===== config.mk =====
export PLATFORM = sky130hd
export DESIGN_NAME = conv_ibuf_ctrl_flat
export DESIGN_NICKNAME = d
export VERILOG_FILES = /design/src/rtl/conv_ibuf_ctrl_if.sv /design/src/rtl/conv_ibuf_ctrl.sv /design/src/flat_wrapper.sv
export SDC_FILE = /design/constraint.sdc
export NUM_CORES = 1
export LEC_CHECK = 0
export BUFFER_PORTS_ARGS = -buffer_cell sky130_fd_sc_hd__clkbuf_2
export CELL_PAD_IN_SITES_DETAIL_PLACEMENT = 0
export CELL_PAD_IN_SITES_GLOBAL_PLACEMENT = 1
export CORE_UTILIZATION = 39
export CTS_CLUSTER_SIZE = 10
export DETAILED_ROUTE_END_ITERATION = 12
export PLACE_DENSITY = 0.75
export SETUP_SLACK_MARGIN = 0.15
export SYNTH_ARGS = -nofsm -noshare
export SYNTH_HDL_FRONTEND = slang
export SYNTH_SLANG_ARGS = --single-unit

===== constraint.sdc =====
create_clock -name clk -period 1.5 [get_ports clk]
set_input_delay 0.3 -clock clk [delete_from_list [all_inputs] [get_ports clk]]
set_output_delay 0.3 -clock clk [all_outputs]
set_load 0.01 [all_outputs]

===== src/rtl/conv_ibuf_ctrl_if.sv =====
`default_nettype none
// +------------------------------------------------------------------+
// | conv_ibuf_ctrl_if : pixel-in / CIM-beat-out handshake bundle      |
// | Rev 1.0                                                           |
// +------------------------------------------------------------------+
interface conv_ibuf_ctrl_if #(
  parameter int INPUT_CHANNELS = 2,
  parameter int COUNT_WIDTH    = 3,
  parameter int ADDR_WIDTH     = 1
);
  logic                      i_pix_valid;
  logic                      o_pix_ready;
  logic [INPUT_CHANNELS-1:0] o_write_enable;
  logic [COUNT_WIDTH-1:0]    o_count;
  logic [ADDR_WIDTH-1:0]     o_ibuf_addr;
  logic                      o_cim_valid;
  logic                      i_cim_ready;
  logic                      o_win_last;
  logic                      o_img_done;

  // master: the sequencer; slave: the surrounding pixel source / CIM side
  modport master (
    input  i_pix_valid, i_cim_ready,
    output o_pix_ready, o_write_enable, o_count, o_ibuf_addr,
           o_cim_valid, o_win_last, o_img_done
  );
  modport slave (
    output i_pix_valid, i_cim_ready,
    input  o_pix_ready, o_write_enable, o_count, o_ibuf_addr,
           o_cim_valid, o_win_last, o_img_done
  );
endinterface
`default_nettype wire


===== src/rtl/conv_ibuf_ctrl.sv =====
`default_nettype none
// +------------------------------------------------------------------+
// | conv_ibuf_ctrl : conv input-buffer fill / window read sequencer  |
// | Option macro: CONV_IBUF_STRIDE2_EN (stride-2 window emission)     |
// | Rev 1.0                                                           |
// +------------------------------------------------------------------+
module conv_ibuf_ctrl #(
  parameter int DATA_SIZE      = 8,
  parameter int IMG_DIM        = 28,
  parameter int KERNEL_DIM     = 3,
  parameter int INPUT_CHANNELS = 2,
  parameter int NUM_ADDR       = 2,
  parameter int COUNT_WIDTH    = (DATA_SIZE > 1) ? $clog2(DATA_SIZE) : 1,
  parameter int ADDR_WIDTH     = (NUM_ADDR > 1) ? $clog2(NUM_ADDR) : 1
) (
  input  logic              clk,
  input  logic              rst,
  conv_ibuf_ctrl_if.master  bus
);

  localparam int POS_W = (IMG_DIM > 1) ? $clog2(IMG_DIM) : 1;
  localparam logic [POS_W-1:0]       POS_MAX  = POS_W'(IMG_DIM - 1);
  localparam logic [POS_W-1:0]       K_EDGE   = POS_W'(KERNEL_DIM - 1);
  localparam logic [COUNT_WIDTH-1:0] CNT_MAX  = COUNT_WIDTH'(DATA_SIZE - 1);
  localparam logic [ADDR_WIDTH-1:0]  ADDR_MAX = ADDR_WIDTH'(NUM_ADDR - 1);

  typedef enum logic [1:0] {
    FILL = 2'd0,
    EMIT = 2'd1,
    DONE = 2'd2
  } state_t;

  state_t                 state;
  state_t                 state_nxt;
  logic [POS_W-1:0]       row;
  logic [POS_W-1:0]       col;
  logic [COUNT_WIDTH-1:0] count;
  logic [ADDR_WIDTH-1:0]  addr;
  logic                   last_pix;

  logic accept;
  logic in_window;
  logic is_last_pix;
  logic beat;
  logic beat_last;

  assign accept      = (state == FILL) & bus.i_pix_valid;
  assign is_last_pix = (row == POS_MAX) & (col == POS_MAX);
  assign beat        = (state == EMIT) & bus.i_cim_ready;
  assign beat_last   = (count == CNT_MAX) & (addr == ADDR_MAX);

`ifdef CONV_IBUF_STRIDE2_EN
  // Offset from the first valid position is even iff parity matches K-1.
  localparam logic K_PAR = 1'((KERNEL_DIM - 1) % 2);
  assign in_window = (row >= K_EDGE) & (col >= K_EDGE) &
                     (row[0] == K_PAR) & (col[0] == K_PAR);
`else
  assign in_window = (row >= K_EDGE) & (col >= K_EDGE);
`endif

  assign bus.o_count     = count;
  assign bus.o_ibuf_addr = addr;
  assign bus.o_win_last  = (state == EMIT) & beat_last;

  always_ff @(posedge clk or posedge rst) begin
    if (rst) begin
      state <= FILL;
    end else begin
      state <= state_nxt;
    end
  end

  always_comb begin
    state_nxt          = state;
    bus.o_pix_ready    = 1'b0;
    bus.o_write_enable = '0;
    bus.o_cim_valid    = 1'b0;
    bus.o_img_done     = 1'b0;
    case (state)
      FILL: begin
        bus.o_pix_ready    = 1'b1;
        bus.o_write_enable = {INPUT_CHANNELS{bus.i_pix_valid}};
        // The last pixel ends the image even when it is not a window position.
        if (accept) begin
          if (in_window) begin
            state_nxt = EMIT;
          end else if (is_last_pix) begin
            state_nxt = DONE;
          end
        end
      end
      EMIT: begin
        bus.o_cim_valid = 1'b1;
        if (beat && beat_last) begin
          state_nxt = last_pix ? DONE : FILL;
        end
      end
      DONE: begin
        bus.o_img_done = 1'b1;
        state_nxt      = FILL;
      end
      default: begin
        state_nxt = FILL;
      end
    endcase
  end

  // Raster position of the next pixel to be written.
  always_ff @(posedge clk or posedge rst) begin
    if (rst) begin
      row      <= '0;
      col      <= '0;
      last_pix <= 1'b0;
    end else if (state == DONE) begin
      row <= '0;
      col <= '0;
    end else if (accept) begin
      last_pix <= is_last_pix;
      if (col == POS_MAX) begin
        col <= '0;
        row <= (row == POS_MAX) ? '0 : row + POS_W'(1);
      end else begin
        col <= col + POS_W'(1);
      end
    end
  end

  // Bit-plane outer loop, read address inner loop.
  always_ff @(posedge clk or posedge rst) begin
    if (rst) begin
      count <= '0;
      addr  <= '0;
    end else if (beat) begin
      if (addr == ADDR_MAX) begin
        addr  <= '0;
        count <= (count == CNT_MAX) ? '0 : count + COUNT_WIDTH'(1);
      end else begin
        addr <= addr + ADDR_WIDTH'(1);
      end
    end
  end

endmodule
`default_nettype wire


===== src/flat_wrapper.sv =====
// flat-port wrapper written by rule: the top's interface ports become plain ports
module conv_ibuf_ctrl_flat 
#(
  parameter int DATA_SIZE      = 8,
  parameter int IMG_DIM        = 28,
  parameter int KERNEL_DIM     = 3,
  parameter int INPUT_CHANNELS = 2,
  parameter int NUM_ADDR       = 2,
  parameter int COUNT_WIDTH    = (DATA_SIZE > 1) ? $clog2(DATA_SIZE) : 1,
  parameter int ADDR_WIDTH     = (NUM_ADDR > 1) ? $clog2(NUM_ADDR) : 1
)
  (clk, rst, bus_i_pix_valid, bus_i_cim_ready, bus_o_pix_ready, bus_o_write_enable, bus_o_count, bus_o_ibuf_addr, bus_o_cim_valid, bus_o_win_last, bus_o_img_done);
  conv_ibuf_ctrl_if #(.INPUT_CHANNELS(INPUT_CHANNELS), .COUNT_WIDTH(COUNT_WIDTH), .ADDR_WIDTH(ADDR_WIDTH)) bus_i ();
  input  logic clk;
  input  logic rst;
  input wire logic [$bits(bus_i.i_pix_valid)-1:0] bus_i_pix_valid;
  input wire logic [$bits(bus_i.i_cim_ready)-1:0] bus_i_cim_ready;
  output wire logic [$bits(bus_i.o_pix_ready)-1:0] bus_o_pix_ready;
  output wire logic [$bits(bus_i.o_write_enable)-1:0] bus_o_write_enable;
  output wire logic [$bits(bus_i.o_count)-1:0] bus_o_count;
  output wire logic [$bits(bus_i.o_ibuf_addr)-1:0] bus_o_ibuf_addr;
  output wire logic [$bits(bus_i.o_cim_valid)-1:0] bus_o_cim_valid;
  output wire logic [$bits(bus_i.o_win_last)-1:0] bus_o_win_last;
  output wire logic [$bits(bus_i.o_img_done)-1:0] bus_o_img_done;
  assign bus_i.i_pix_valid = bus_i_pix_valid;
  assign bus_i.i_cim_ready = bus_i_cim_ready;
  assign bus_o_pix_ready = bus_i.o_pix_ready;
  assign bus_o_write_enable = bus_i.o_write_enable;
  assign bus_o_count = bus_i.o_count;
  assign bus_o_ibuf_addr = bus_i.o_ibuf_addr;
  assign bus_o_cim_valid = bus_i.o_cim_valid;
  assign bus_o_win_last = bus_i.o_win_last;
  assign bus_o_img_done = bus_i.o_img_done;
  conv_ibuf_ctrl #(.DATA_SIZE(DATA_SIZE), .IMG_DIM(IMG_DIM), .KERNEL_DIM(KERNEL_DIM), .INPUT_CHANNELS(INPUT_CHANNELS), .NUM_ADDR(NUM_ADDR), .COUNT_WIDTH(COUNT_WIDTH), .ADDR_WIDTH(ADDR_WIDTH)) u_core (.clk(clk), .rst(rst), .bus(bus_i));
endmodule

Word level (Yosys, flattened, before mapping):

Index checks and enable logic that the tools add are counted.

* add/subtract/negate cells: 4
* magnitude comparators: 2
* equality and inequality tests: 8
* muxes and demuxes: 19
* bitwise logic cells: 7
* reductions and logical operators: 8

Operator list (number)
* $mux 5: 7
* $mux 2: 6
* $add 5x1->5 const B: 2
* $eq 5x5->1 const B: 2
* $ge 5x2->1 const B: 2
* $and 1x1->1: 6
* $reduce_and 2->1: 3
* $mux 1: 4
* $pmux 2 s2: 1
* $reduce_bool 2->1: 2
* $add 3x1->3 const B: 1
* $eq 3x3->1 const B: 1
* $mux 3: 1
* $ne 3x1->1 const B: 1
* $reduce_and 3->1: 1
* $eq 2x1->1 const B: 1
* $eq 2x2->1 const B: 1
* $logic_not 2->1: 1
* $ne 2x1->1 const B: 1
* $ne 2x2->1 const B: 1
* $add 1x1->1 const B: 1
* $logic_and 1x1->1: 1
* $not 1->1: 1

* flip-flop bits (word level): 17
* input bits: 4
* output and inout port bits: 10
* word-level logic and storage cells: 54

Logic depth before layout (Yosys ltp):

* word-level depth: 6
* mapped depth: 5
* mapped depth without buffers: 5

Least setup slack after synthesis:

No wires, ideal clock.

* path type: register to register
* start point: register u_core.state[1]
* end point: register u_core.row[3]
* setup time: 122 ps
* data arrival time: 1313 ps
* data required time: 1378 ps
* slack: 66 ps
* cell stages (with the launch flop): 6
* path buffers: 1
* clock period less this slack: 1434 ps
* cell sequence: dfrtp_1 -> or3b_1 -> buf_6 -> clkinv_8 -> o211ai_2 -> a32o_1

* longest elaborated chain between the ends: 4
* elaborated cells between the ends (all ways): 7
* those cells by class: 1 x eq/ne; 1 x mux; 1 x bitwise; 4 x reduce/logical

RTL lines
* start: declaration: line conv_ibuf_ctrl.sv:33 `state_t state;`
* start signal: assignment: line conv_ibuf_ctrl.sv:69 `state <= state_nxt;`
* $logic_not 2->1: line conv_ibuf_ctrl.sv:47 `assign accept = (state == FILL) & bus.i_pix_valid;`
* $and 1x1->1: line conv_ibuf_ctrl.sv:47
* net u_core.accept: line conv_ibuf_ctrl.sv:41 `logic accept;`
* $reduce_bool 2->1 (no line)
* $reduce_and 2->1 (no line)
* end signal: assignment: line conv_ibuf_ctrl.sv:121 `row <= (row == POS_MAX) ? '0 : row + POS_W'(1);`
* end: declaration: line conv_ibuf_ctrl.sv:35 `logic [POS_W-1:0] row;`

The timed path passes the listed nets, and every way through them passes these cells.
A chain may end at the register's enable or synchronous reset.

Worst setup path after layout:

* start point: register u_core.state[0]
* end point: output bus_o_write_enable[1]

* longest elaborated chain between the ends: 2

RTL lines
* $logic_not 2->1: line conv_ibuf_ctrl.sv:79 `case (state)`
* $mux 2: line conv_ibuf_ctrl.sv:79
* end: declaration: line flat_wrapper.sv:19 `output wire logic [$bits(bus_i.o_write_enable)-1:0] bus_o_write_enable;`

No other way between the ends.

==> results by group <==
Status
  • Outcome: complete, but fails checks
  • Failing checks: setup timing

Drt
  • Total number of vias: 896
  • Number of search-and-repair iterations in the first detailed-routing pass: 4
  • Residual DRC: 0
  • Count of routing violations after the opening detailed-route iteration: 27
  • Routed wire length: 2.45 mm
  • Via-to-Cell Ratio: 5.37
  • Post-route ant nets: 0
  • Drt wl/cell: 14.7 um

Synthesis
  • Number of flip-flops and latches in the synthesized netlist: 17
  • Ys Warns: 0
  • Area share of and/or/nand/nor cells after synthesis: 22.2%
  • Compound-cell area share of the yosys netlist: 13.4%
  • Post-synthesis instance total: 92
  • Post-synth top area share: 43.4%
  • Post-Synthesis Cell Area: 980 um2
  • Share of synthesized flip-flops with an asynchronous set or reset: 100%
  • Commonest cells in the synthesized netlist: 17 x sky130_fd_sc_hd__dfrtp_1, 7 x sky130_fd_sc_hd__nand2_1, 7 x sky130_fd_sc_hd__nand3_1
  • Dominant cell by count in the synthesized netlist: sky130_fd_sc_hd__dfrtp_1
  • Dominant cells by area after synthesis: sky130_fd_sc_hd__dfrtp_1 43%, sky130_fd_sc_hd__ha_1 7.7%, sky130_fd_sc_hd__and4b_1 4.1%
  • Fraction of synthesized cell area in xor and xnor cells: 0.894%
  • Avg Synthesized Cell Area: 10.6 um2
  • Adder-cell share of the synthesized area: 7.66%
  • Synth Net Count: 102
  • Sequential element share of the synthesized area: 43.4%
  • Most used flip-flop cell after synthesis: sky130_fd_sc_hd__dfrtp_1
  • Unique cell type count in the Yosys netlist: 32
  • Synth area leader: sky130_fd_sc_hd__dfrtp_1
  • Fraction of synthesized area in multiplexers: 6.51%
  • EDFF count, synth: 0
  • Dominant combinational cell family by area after synthesis: simple AND/OR/NAND/NOR gates

Placement
  • HPWL after DPL: 1.42 mm
  • Cell Area, Placed: 0.00115 mm2
  • Final weighted congestion in routability-driven placement: 0.728
  • # port buffers: 13

Power and ir drop
  • Leak pwr: 0.739 nW
  • Power per cell area: 1520 mW/mm2
  • Worst supply voltage drop on vdd: 950 uV

Finish
  • Cell area after layout: 0.00155 mm2
  • Layout-stage area growth over the synthesis result: 57.7%
  • Total inserted antenna cells: 0
  • Fraction of final layout cells sized beyond drive strength 1: 54.0%
  • Post-Route Utilization: 67.3%
  • Layout filler cell count: 170
  • Net count reported at finish: 150

Floorplan
  • Floorplan die height: 52.1 um
  • Number of primary I/O pins: 14
  • Die extent in x: 52.1 um
  • Total core area: 0.00230 mm2
  • Initial core utilization: 42.6%
  • Number of rows in the core area: 17
  • Die Footprint: 0.00272 mm2

STA
  • Time the worst path needs with I/O delays and setup: 1710 ps
  • Worst-case setup margin in the final layout: -206 ps
  • Worst slew margin relative to its limit: 83.7%
  • Part of the cycle the worst path needs: 114%
  • Unrepaired setup endpoints after global routing: yes
  • Post-Route Hold Slack: 242 ps
  • Max Clk Rate: 0.586 GHz
  • Max Transition Viols Final: 0
  • Endpoints failing setup: 13
  • Accumulated negative setup slack: -1320 ps
  • Worst Tran Pin Value: 244 ps
  • Fin. Hold Viols: 0
  • Max Clock Skew: 5.40 ps

Clocking
  • Num CTS Buffers: 3
  • Clock insertion delay at the later pin of the skew report: 300 ps
  • Buffer depth of the longest clock path: 2
  • CTS Root Cell: sky130_fd_sc_hd__clkbuf_4
  • Clock tree from TritonCTS: yes
  • Clock transition at the registers of the reported paths: 100 ps
  • Number of H-tree levels: 1
  • Sink count of the clock tree: 17

Worst hold path
  • Cell depth of the worst min-delay path: 3
  • Hold Path Sink: u_core.state[1]
  • Kind of path behind the tightest hold check: input pin to register
  • Hold path start: bus_i_cim_ready

Worst setup path
  • Kind of launch point of the worst setup path: register
  • Required time worst endpoint: 1200 ps
  • Worst Path Arrival: 1410 ps
  • Worst reg2reg path endpoint: u_core.row[3]
  • Kind of critical path: register to primary output
  • Reg2reg start: u_core.state[0]
  • Register-to-Register Path Depth: 7
  • Register-to-register setup slack: -130 ps
  • Endpoint type of the worst setup path: primary output
  • Maximum fanout count along the critical path: 3

GRT
  • Largest net degree at the start of global routing: 18
  • Vias in the first global route: 818
  • Global router's overall resource usage: 19.4%
  • Antenna violations before repair: 0
  • GRT Residual Overflow: 0
  • First-pass GRT wire length: 3.76 mm

Job
  • Max capacitance violation total: 0
cell families (layout without fill, tap and decap cells):
family	after synthesis	count (layout)
and+or+nand+nor	37	37
AOI/OAI and AO/OA	17	17
DFF	17	17
buffers and inverters	8	55
adders and majority gates	6	6
muxes	6	6
xor gates and xnor gates	1	1
placed cells by master, fill, tap and decap left out, types with 2 or more instances in the layout:
cell / count
sky130_fd_sc_hd__mux2i_1: 3
sky130_fd_sc_hd__clkbuf_4: 3
sky130_fd_sc_hd__nor3b_1: 2
sky130_fd_sc_hd__buf_4: 18
sky130_fd_sc_hd__ha_4: 2
sky130_fd_sc_hd__inv_1: 3
sky130_fd_sc_hd__o211ai_1: 3
sky130_fd_sc_hd__and3_4: 2
sky130_fd_sc_hd__o21ai_1: 3
sky130_fd_sc_hd__buf_6: 18
sky130_fd_sc_hd__nor2_1: 4
sky130_fd_sc_hd__clkbuf_2: 7
sky130_fd_sc_hd__mux2_2: 2
sky130_fd_sc_hd__nor2_4: 2
sky130_fd_sc_hd__or4_1: 2
sky130_fd_sc_hd__ha_1: 3
sky130_fd_sc_hd__dfrtp_1: 16
sky130_fd_sc_hd__nand3_2: 4
sky130_fd_sc_hd__and4b_1: 4
sky130_fd_sc_hd__buf_8: 2
sky130_fd_sc_hd__nand3_1: 3
sky130_fd_sc_hd__nand2_1: 6
repair_timing:
| action | 4_1_cts | 5_1_grt |
|---|---|---|
| setup buffers | 14 | 6 |
| hold buffers | 1 | 0 |
| resized for setup | 25 | 32 |
| endpoints found under the hold margin | 17 | 0 |
| setup endpoints to repair | 17 | 21 |
| pin swaps | 4 | 8 |
stage by stage:
step	power (mW)	setup WS, ps	std cells
2_1_floorplan	1.32	109	92
4_1_cts	2.14	-222	161
5_1_grt	2.53	-262	167
3_5_place_dp	1.62	37.1	142
6_report	2.35	-206	167
3_3_place_gp	1.59	52.1	142
cell type report:
| type | instances | area (um2) | area share (%) |
|---|---|---|---|
| flip-flops and latches | 17 | 427 | 27.6 |
| well taps | 28 | 35.0 | 2.27 |
| multi-input cells | 67 | 611 | 39.5 |
| clock buffers | 4 | 26.3 | 1.70 |
| repair buffers | 46 | 413 | 26.7 |
| inverters | 5 | 33.8 | 2.19 |
power breakdown:
group | switching [mW] | leakage, nW | internal (mW)
sequential | 0.200 | 0.197 | 0.616
clock | 0.154 | 0.0150 | 0.104
combinational | 0.525 | 0.527 | 0.750
registers in the layout, summed over array words and instances, names as in the netlist:
register and count:
u_core.last_pix 1, u_core.bus.o_ibuf_addr 1, u_core.col 5, u_core.state 2, u_core.bus.o_count 3, u_core.row 5
critical path, stage by stage (launching register included):
cell                       delay (ps)
sky130_fd_sc_hd__dfrtp_1          400
sky130_fd_sc_hd__or3b_4           420
sky130_fd_sc_hd__buf_6            150
sky130_fd_sc_hd__clkinv_8          50
sky130_fd_sc_hd__buf_6             90
layer usage:
metal / GRT usage, % / share of wire [%]
met5: 0 / 0
met1: 24.4 / 47
met2: 31.0 / 49
met3: 5.26 / 2.8
met4: 8.11 / 1.5
worst max path at each step:
stage | from | to | depth (start not counted)
after detailed placement | bus_i_pix_valid | u_core.row[1] | 5
after global placement | bus_i_pix_valid | u_core.row[3] | 6
final | u_core.state[0] | bus_o_write_enable[1] | 4
after global routing | u_core.state[1] | bus_o_win_last | 5
after CTS | u_core.state[1] | bus_o_write_enable[1] | 4
after floorplan | u_core.state[0] | u_core.row[3] | 5
Note: power is estimated with default switching activity, not from simulation.
